[src/rtl/cascade_up_counter.sv]
// Cascadable registered up-counter slice with parallel load, synchronous clear,
// enp/ent two-level enable, ripple carry out and a one-shot start/done/ack mode.
module cascade_up_counter #(
    parameter int          WIDTH   = 4,
    parameter int unsigned MAX_VAL = (1 << WIDTH) - 1
) (
    input  logic             clk,
    input  logic             rst_n,
    input  logic             sclr,
    input  logic             load,
    input  logic [WIDTH-1:0] din,
    input  logic             enp,
    input  logic             ent,
    input  logic             oneshot,
    input  logic             start,
    input  logic             ack,
    output logic [WIDTH-1:0] q,
    output logic             rco,
    output logic             wrap,
    output logic             busy,
    output logic             done
);

    localparam logic [WIDTH-1:0] MAX_Q = WIDTH'(MAX_VAL);

    typedef enum logic [1:0] {
        IDLE = 2'd0,
        RUN  = 2'd1,
        DONE = 2'd2
    } state_t;

    state_t           state;
    state_t           state_nxt;
    logic [WIDTH-1:0] q_nxt;
    logic [WIDTH-1:0] q_plus;
    logic             wrap_nxt;
    logic             at_max;
    logic             inc;

    assign at_max = (q == MAX_Q);
    assign q_plus = q + WIDTH'(1);
    // One-shot never counts past MAX_VAL, so the RUN qualifier also stops at terminal count.
    assign inc    = enp & ent & (oneshot ? ((state == RUN) & ~at_max) : 1'b1);

    assign rco  = at_max & ent;
    assign busy = (state == RUN);
    assign done = (state == DONE);

    always_comb begin
        q_nxt     = q;
        wrap_nxt  = 1'b0;
        state_nxt = state;
        if (sclr) begin
            q_nxt     = '0;
            state_nxt = IDLE;
        end else begin
            if (load) begin
                q_nxt = din;
            end else if (inc) begin
                if (at_max) begin
                    q_nxt    = '0;
                    wrap_nxt = 1'b1;
                end else begin
                    q_nxt = q_plus;
                end
            end

            if (!oneshot) begin
                state_nxt = IDLE;
            end else begin
                case (state)
                    IDLE: begin
                        // A start coinciding with a load judges terminal count on the loaded value.
                        if (start) begin
                            state_nxt = (load ? (din == MAX_Q) : at_max) ? DONE : RUN;
                        end
                    end
                    RUN: begin
                        if (load ? (din == MAX_Q) : (at_max | (inc & (q_plus == MAX_Q)))) begin
                            state_nxt = DONE;
                        end
                    end
                    DONE: begin
                        if (ack) begin
                            state_nxt = IDLE;
                        end
                    end
                    default: state_nxt = IDLE;
                endcase
            end
        end
    end

    always_ff @(posedge clk or negedge rst_n) begin
        if (!rst_n) begin
            q     <= '0;
            wrap  <= 1'b0;
            state <= IDLE;
        end else begin
            q     <= q_nxt;
            wrap  <= wrap_nxt;
            state <= state_nxt;
        end
    end

endmodule

[config.mk]
export PLATFORM = sky130hd
export DESIGN_NAME = cascade_up_counter
export DESIGN_NICKNAME = d
export VERILOG_FILES = /design/src/rtl/cascade_up_counter.sv
export SDC_FILE = /design/constraint.sdc
export NUM_CORES = 1
export LEC_CHECK = 0
export ABC_CLOCK_PERIOD_IN_PS = 3350
export CAP_MARGIN = 20
export CELL_PAD_IN_SITES_DETAIL_PLACEMENT = 1
export CELL_PAD_IN_SITES_GLOBAL_PLACEMENT = 2
export CORE_MARGIN = 8
export CORE_UTILIZATION = 26
export DETAILED_ROUTE_END_ITERATION = 6
export GPL_TIMING_DRIVEN = 1
export PLACE_DENSITY_LB_ADDON = 0.1
export SLEW_MARGIN = 5
export SYNTH_ARGS = -nofsm -noshare
export SYNTH_HDL_FRONTEND = slang
export SYNTH_SLANG_ARGS = --single-unit
[constraint.sdc]
create_clock -name clk -period 3.35 [get_ports clk]
set_clock_uncertainty 0.15 [all_clocks]
set_input_delay 0.335 -clock clk [delete_from_list [all_inputs] [get_ports clk]]
set_output_delay 0.335 -clock clk [all_outputs]
set_load 0.02 [all_outputs]
# Word-level counts from Yosys, hierarchy flattened
# Cells that the tools add are included.
[word_totals]
register_bits = 7
input_bits = 13
word_cells = 40
[classes]
add_sub_neg = 1
n_eq_ne = 8
n_mux = 18
n_bitwise = 7
reduce_logical = 3
[ops]
columns = ["cell", "count"]
rows = [
  ["4-bit 2-to-1 mux", 4],
  ["4-bit equality test (second input constant)", 3],
  ["2-bit 2-to-1 mux", 6],
  ["4-bit inequality test (second input constant)", 2],
  ["1-bit 2-to-1 mux", 7],
  ["2-bit one-hot mux with 3 select lines", 1],
  ["1-bit bitwise AND", 5],
  ["4-bit by 1-bit adder with 4-bit output (second input constant)", 1],
  ["4-bit by 3-bit inequality test with 1-bit output (second input constant)", 1],
  ["3-bit AND reduction", 1],
  ["3-bit nonzero test", 1],
  ["2-bit by 1-bit equality test with 1-bit output (second input constant)", 1],
  ["2-bit equality test (second input constant)", 1],
  ["2-bit logical NOT", 1],
  ["1-bit NOT", 1],
  ["1-bit OR", 1],
]

# Longest topological paths before layout
# Gate-level depths: netlist of the first run.
[logic_depth]
word_depth = 12
ltp_mapped = 6
ltp_nobuf = 6

# Least setup slack after synthesis of the first run
# OpenSTA, ideal clock, no wires.
[synth_path]
path_kind = "flip-flop to flip-flop"
from = "register q[0]"
to = "register q[2]"
setup_time_ns = 0.111
arrival_ns = 1.590
t_required_ns = 3.089
path_slack_ns = 1.498
stages_incl_launch_ff = 6
cell_sequence = "dfrtp_1 ha_1 and4_4 a211oi_4 a211oi_1 a2111oi_2"
[synth_between]
elab_chain_len = 6
[synth_rtl]
columns = ["item", "line_no", "source"]
rows = [
  ["from (decl)", "17", "output logic [WIDTH-1:0] q,"],
  ["from (signal assigned)", "100", "q <= q_nxt;"],
  ["branches (longest 6 deep; another with 4-bit by 1-bit adder with 4-bit output)", "-", ""],
]
# Several ways; the timed one is not identified. The select of a mux whose other input is x is not followed.
# A chain may end at the register's enable or synchronous reset.

# Worst setup path after layout of the first run
[layout_path]
from = "register q[0]"
to = "output rco"
[layout_between]
elab_chain_len = 2
[layout_rtl]
columns = ["item", "line_no", "source"]
rows = [
  ["4-bit equality test", "40", "assign at_max = (q == MAX_Q);"],
  ["1-bit bitwise AND", "45", "assign rco = at_max & ent;"],
  ["to (decl)", "18", "output logic rco,"],
]
# No other way between the ends.

==> impl_metrics.tcl, run 1 <==
set metrics [dict create \
    syn-instance-count 67 \
    fillCellCount 265 \
    finalCriticalPeriod_ps 2447 \
    timing.fmax_ghz 0.4086 \
    status "complete, no violations" \
    path_class "reg2out" \
    hold_path.class "in2async" \
    grt_setup_unrepaired "no" \
    cp.required_ps 2860 \
    first_pass_iters 2 \
    synthMuxAreaShare_pct 3.602 \
    ioPinCount 21 \
    clk_latency_ps 250 \
    crit_slowest_cell "clkdlybuf4s50_1" \
    hold_viol_final 0 \
    final_cells 117 \
    vias 624 \
    tns_ps 0 \
    drtAntennaViolNets 0 \
    synth_xor_area_share_pct 0 \
    rows 17 \
    tightest_slew_ps 412.1 \
    cts_root_buffer "clkbuf_4" \
    crit_arrival_ps 1960 \
    syn_to_final_growth_pct 41.10 \
    cts_sinks 7 \
    cts_made_buffers 3 \
    synth_cell_types 37 \
    clock_path_buffers 2 \
    synth_area_per_cell_um2 8.814 \
    synth_seq_cells 7 \
    wirelength_mm 1.863 \
    synth_compound_area_share_pct 28.60 \
    leakage_nw 0.3168 \
    drive_gt1_share_pct 10.11 \
    ir_drop_mv 0.2337 \
    drtIter0Drc 9 \
    synth_fp_nets 82 \
    cts-resized-gates 0 \
    cp_max_fo 9 \
    grt_start_max_net_pins 12 \
    grt_pass1_wl_mm 3.105 \
    synth_top_area_share_pct 29.66 \
    grt_pass1_vias 674 \
    synth_fa_ha_area_share_pct 4.237 \
    dp_hpwl_mm 1.567 \
    crit_chain "ha_1 -> and3_1 -> and2_1 -> clkdlybuf4s50_1" \
    postSynth.asyncResetShare_pct 100.0 \
    vias_per_cell 5.333 \
    antenna_found_initial 0 \
    dieArea_mm2 0.004053 \
    finalCritPeriodShare_pct 73.06 \
    drv_slew 0 \
    n_antenna_cell 0 \
    h-tree-depth 1 \
    slowest_delay_ps 600 \
    clk_pin_slew_ps 60 \
    yosys-top-cells-area "dfrtp_1, inv_1, ha_1, nor2_1, a211oi_4" \
    setup_ws_ps 902.5 \
    coreArea_mm2 0.002191 \
    synth_edf_count 0 \
    overflow 0 \
    gp_congestion 0.7400 \
    synth_top_family_by_area "compound AO/OA/AOI/OAI gates" \
    fin_util_pct 38.04 \
    start_kind "register" \
    cts_setup_buffers 0 \
    synthFlopType "dfrtp_1" \
    die_y_um 63.66 \
    synth-simple-area-share_pct 25.64 \
    ys_warn_count 0 \
    seq_area_frac_synth_pct 29.66 \
    max-slew-margin-rel_pct 71.82 \
    regToRegSetupSlack_ps 1380 \
    final_nets 105 \
    cts_tree "yes" \
    io_buffers 20 \
    setup_viol_count_final 0 \
    initial_core_util_pct 26.96 \
    worstSetupEndpointType "primary output" \
    cap_violations 0 \
    wl_per_cell_um 15.92 \
    pre_cts_ws_ps 1174 \
    power.density_mw_per_mm2 286.1 \
    drc_errors 0 \
    place_inst 113 \
    syn_area_um2 590.6 \
    yosysTopAreaCell "dfrtp_1" \
    holdBufCountCts 0 \
    die_w_um 63.66 \
    grt_usage_pct 9.323 \
]
-- critical path, delay by kind of cell (launching register included) --
kind          cells  cell delay [ps]
flops             1              430
fa+ha+maj         1              340
buf+inv           1              600
simple gates      2              350
-- layout by cell type, fill, tap and decap left out, types with 2 or more instances in the layout --
cell type        netlist  routed
clkbuf_4               0       3
dfrtp_1                7       7
nor4_1                 3       3
nand3_1                2       2
ha_1                   2       2
nand2b_1               2       2
o21ai_0                2       2
and2_1                 3       3
a21oi_1                4       4
inv_1                  8       8
nor2_1                 6       6
clkdlybuf4s50_1        0      20
nand2_1                2       2
-- metal layers --
layer | track usage (%) | wire length [um] | up-vias
met1 | 9.778 | 750 | 310
met2 | 16.86 | 1020 | 13
li1 | - | - | 301
met4 | 1.671 | 0 | 0
met3 | 4.064 | 92 | 0
met5 | 0 | 0 | -
-- flip-flops by register name, indices dropped and copies added (netlist names) --
name and cells:
q 4, state 2, wrap 1
-- final cells by class --
cell class,instances,area (um^2),share of cell area [%]
timing repair buffer,20,200.2,24.02
inverter,8,30.03,3.604
clock buffer,4,26.28,3.153
sequential,7,175.2,21.02
multi-input combinational,50,366.6,43.99
tap,28,35.03,4.204
-- report_power, final --
group / leakage (nW) / internal (W) / switching [W] / total, W
sequential: 0.0932 / 0.0000888 / 0.00000831 / 0.0000971
combinational: 0.209 / 0.0000328 / 0.0000323 / 0.0000651
clock: 0.0150 / 0.0000454 / 0.0000308 / 0.0000762
total: 0.317 / 0.000167 / 0.0000713 / 0.000238
-- through the flow --
stage,cell area (um^2),total power [W],hold slack (ps)
after floorplan,590.6,0.0001303,-110.6
after global placement,807.0,0.0001644,482.0
after detailed placement,807.0,0.0001643,492.0
after CTS,833.3,0.0002427,221.6
after global routing,833.3,0.0002537,229.7
final,833.3,0.0002384,220.4
-- cells in the mapped netlist (2+ instances only) --
| cell type | count |
|---|---|
| nor2_1 | 6 |
| dfrtp_1 | 7 |
| nor4_1 | 3 |
| and2_1 | 3 |
| nand2b_1 | 2 |
| nand3_1 | 2 |
| a21oi_1 | 4 |
| ha_1 | 2 |
| o21ai_0 | 2 |
| inv_1 | 8 |
| nand2_1 | 2 |
-- path summary, 6_finish.rpt --
path,depth (start not counted),start,endpoint
max in group asynchronous,1,rst_n,state[0]
hold reg to reg,2,state[1],state[0]
setup reg to reg,5,q[0],q[2]
hold / removal,1,rst_n,q[0]
min in group clk,2,state[1],state[0]
setup / recovery,4,q[0],rco
-- cells by family after synthesis --
kind of cell,count (synthesis)
AND/OR/NAND/NOR,25
buffers and inverters,10
multiplexers,2
flip-flops,7
AO/OA/AOI/OAI,21
adder cells (fa/ha/maj),2
Power figures use the tool's default switching activity.
==> run 2: changes to the inputs <==
--- a/config.mk
+++ b/config.mk
@@ -5,12 +5,12 @@
 export SDC_FILE = /design/constraint.sdc
 export NUM_CORES = 1
 export LEC_CHECK = 0
-export ABC_CLOCK_PERIOD_IN_PS = 3350
+export ABC_CLOCK_PERIOD_IN_PS = 2150
 export CAP_MARGIN = 20
 export CELL_PAD_IN_SITES_DETAIL_PLACEMENT = 1
 export CELL_PAD_IN_SITES_GLOBAL_PLACEMENT = 2
 export CORE_MARGIN = 8
-export CORE_UTILIZATION = 26
+export CORE_UTILIZATION = 22
 export DETAILED_ROUTE_END_ITERATION = 6
 export GPL_TIMING_DRIVEN = 1
 export PLACE_DENSITY_LB_ADDON = 0.1
==> constraint.sdc (replaced) <==
create_clock -name clk -period 2.15 [get_ports clk]
set_clock_uncertainty 0.15 [all_clocks]
set_input_delay 0.215 -clock clk [delete_from_list [all_inputs] [get_ports clk]]
set_output_delay 0.215 -clock clk [all_outputs]
set_load 0.02 [all_outputs]
==> run 2 against run 1 <==
Effect of this change: critical path depth unchanged; die area up 13%; register-to-register slack worse by 1100 ps; clock power is 63% higher; largest cell class unchanged; largest power group unchanged; highest routed layer is now met4.
==> impl_metrics.tcl, run 2 (synthesized netlist as in run 1, its figures left out) <==
set metrics [dict create \
    finalInstanceArea_um2 872.1 \
    final_cell_mix "clkdlybuf4s50_1, inv_1, dfrtp_1, nor2_1, buf_4" \
    grt_start_max_net_pins 8 \
    setup_ws_ps 154.7 \
    multi_input_area_um2 366.6 \
    vias_per_cell 4.992 \
    worstSetupEndpointType "primary output" \
    n_antenna_cell 0 \
    use_met1_pct 10.02 \
    hold_path.class "in2async" \
    drc_errors 0 \
    crit_buf_inv 1 \
    gp_congestion 0.7487 \
    cts-resized-gates 1 \
    first_pass_iters 3 \
    register_area_um2 175.2 \
    coreArea_mm2 0.002522 \
    antenna_found_initial 0 \
    clock_path_buffers 2 \
    dp_hpwl_mm 1.568 \
    cts_made_buffers 3 \
    final_common_cell "clkdlybuf4s50_1" \
    die_w_um 67.81 \
    tightest_slew_ps 416.4 \
    pre_cts_ws_ps 179.3 \
    largest_register_ffs 4 \
    max-slew-margin-rel_pct 71.52 \
    io_buffers 20 \
    start_kind "register" \
    clk_pin_slew_ps 60 \
    syn_to_final_growth_pct 47.67 \
    vias 619 \
    regToRegSetupSlack_ps 250 \
    die_y_um 67.81 \
    reg.largest.list "q: 4 flops, state: 2 flops, wrap: 1 flops" \
    placed_area_um2 847.1 \
    cts_root_buffer "clkbuf_4" \
    power.density_mw_per_mm2 440.8 \
    finalCritPeriodShare_pct 92.81 \
    rows 18 \
    wirelength_mm 1.862 \
    gr-max-usage-layer "met2" \
    grt_pass1_wl_mm 3.105 \
    cp_max_fo 6 \
    tns_ps 0 \
    cts_sinks 7 \
    drtAntennaViolNets 0 \
    clk_latency_ps 260 \
    crit_slowest_cell "dfrtp_1" \
    drive_gt1_share_pct 14.89 \
    overflow 0 \
    leakage_nw 0.3470 \
    top_register "q" \
    cts_setup_buffers 0 \
    drtIter0Drc 13 \
    grt_util_met3_pct 3.758 \
    cts_tree "yes" \
    finalCriticalPeriod_ps 1995 \
    holdBufCountCts 0 \
    cp.required_ps 1780 \
    grt_pass1_vias 656 \
    dieArea_mm2 0.004598 \
    cap_violations 0 \
    hold_viol_final 0 \
    timing.fmax_ghz 0.5012 \
    path_class "reg2out" \
    final_nets 110 \
    wl_per_cell_um 15.02 \
    status "complete, no violations" \
    ir_drop_mv 0.2215 \
    grt_usage_pct 9.319 \
    initial_core_util_pct 23.41 \
    slowest_delay_ps 430 \
    drv_slew 0 \
    crit_chain "ha_1 -> and3_1 -> and2_1 -> dlygate4sd2_1" \
    crit_arrival_ps 1630 \
    h-tree-depth 1 \
    critPathTopFamily "flip-flops" \
    grt_setup_unrepaired "no" \
    use_met2_pct 14.56 \
    setup_viol_count_final 0 \
    fillCellCount 306 \
    ioPinCount 21 \
]
-- run 2: where the power goes --
group,leakage [nW],total [W],internal [W],switching [W]
sequential,0.0932,0.000148,0.000138,0.00000956
clock,0.0150,0.000124,0.0000711,0.0000532
combinational,0.239,0.000112,0.0000575,0.0000546
-- run 2: per-layer routing --
layer	share of wire [%]	vias to the layer above
li1	-	309
met1	43	291
met2	49	15
met3	5.3	4
met4	2.8	0
met5	0	-
-- run 2: through the flow --
stage / util, % / std cells / hold WS (ps) / power (W)
floorplan: - / 67 / -230.6 / 0.0002031
detailed placement: 33.58 / 120 / 377.1 / 0.0002638
global route: 34.57 / 124 / 94.93 / 0.0004160
finish: 34.57 / 124 / 84.68 / 0.0003844
global placement: 33.58 / 120 / 385.2 / 0.0002656
CTS: 34.57 / 124 / 87.29 / 0.0003952
-- run 2: area by class of cell --
| cell class | count | share of cell area (%) |
|---|---|---|
| well taps | 30 | 4.304 |
| inverters | 8 | 3.443 |
| repair buffers | 25 | 27.12 |
| multi-input cells | 50 | 42.04 |
| flip-flops and latches | 7 | 20.09 |
| clock buffers | 4 | 3.013 |
-- run 2: worst paths after layout --
| kind | from | end | cells after the start |
|---|---|---|---|
| worst max-delay path | q[0] | rco | 4 |
| worst min-delay path | rst_n | q[3] | 1 |
| worst max register to register | q[0] | q[2] | 5 |
| worst min register to register | state[1] | state[0] | 2 |
| max in group asynchronous | rst_n | wrap | 1 |
| min in group clk | din[2] | q[2] | 3 |
-- run 2: worst register-to-register path: cells and delay by family, from the launching register on --
family                     cells  cell delay [ps]
adders and majority gates      1              270
AOI/OAI and AO/OA              3              730
and+or+nand+nor                1              210
DFF                            1              430
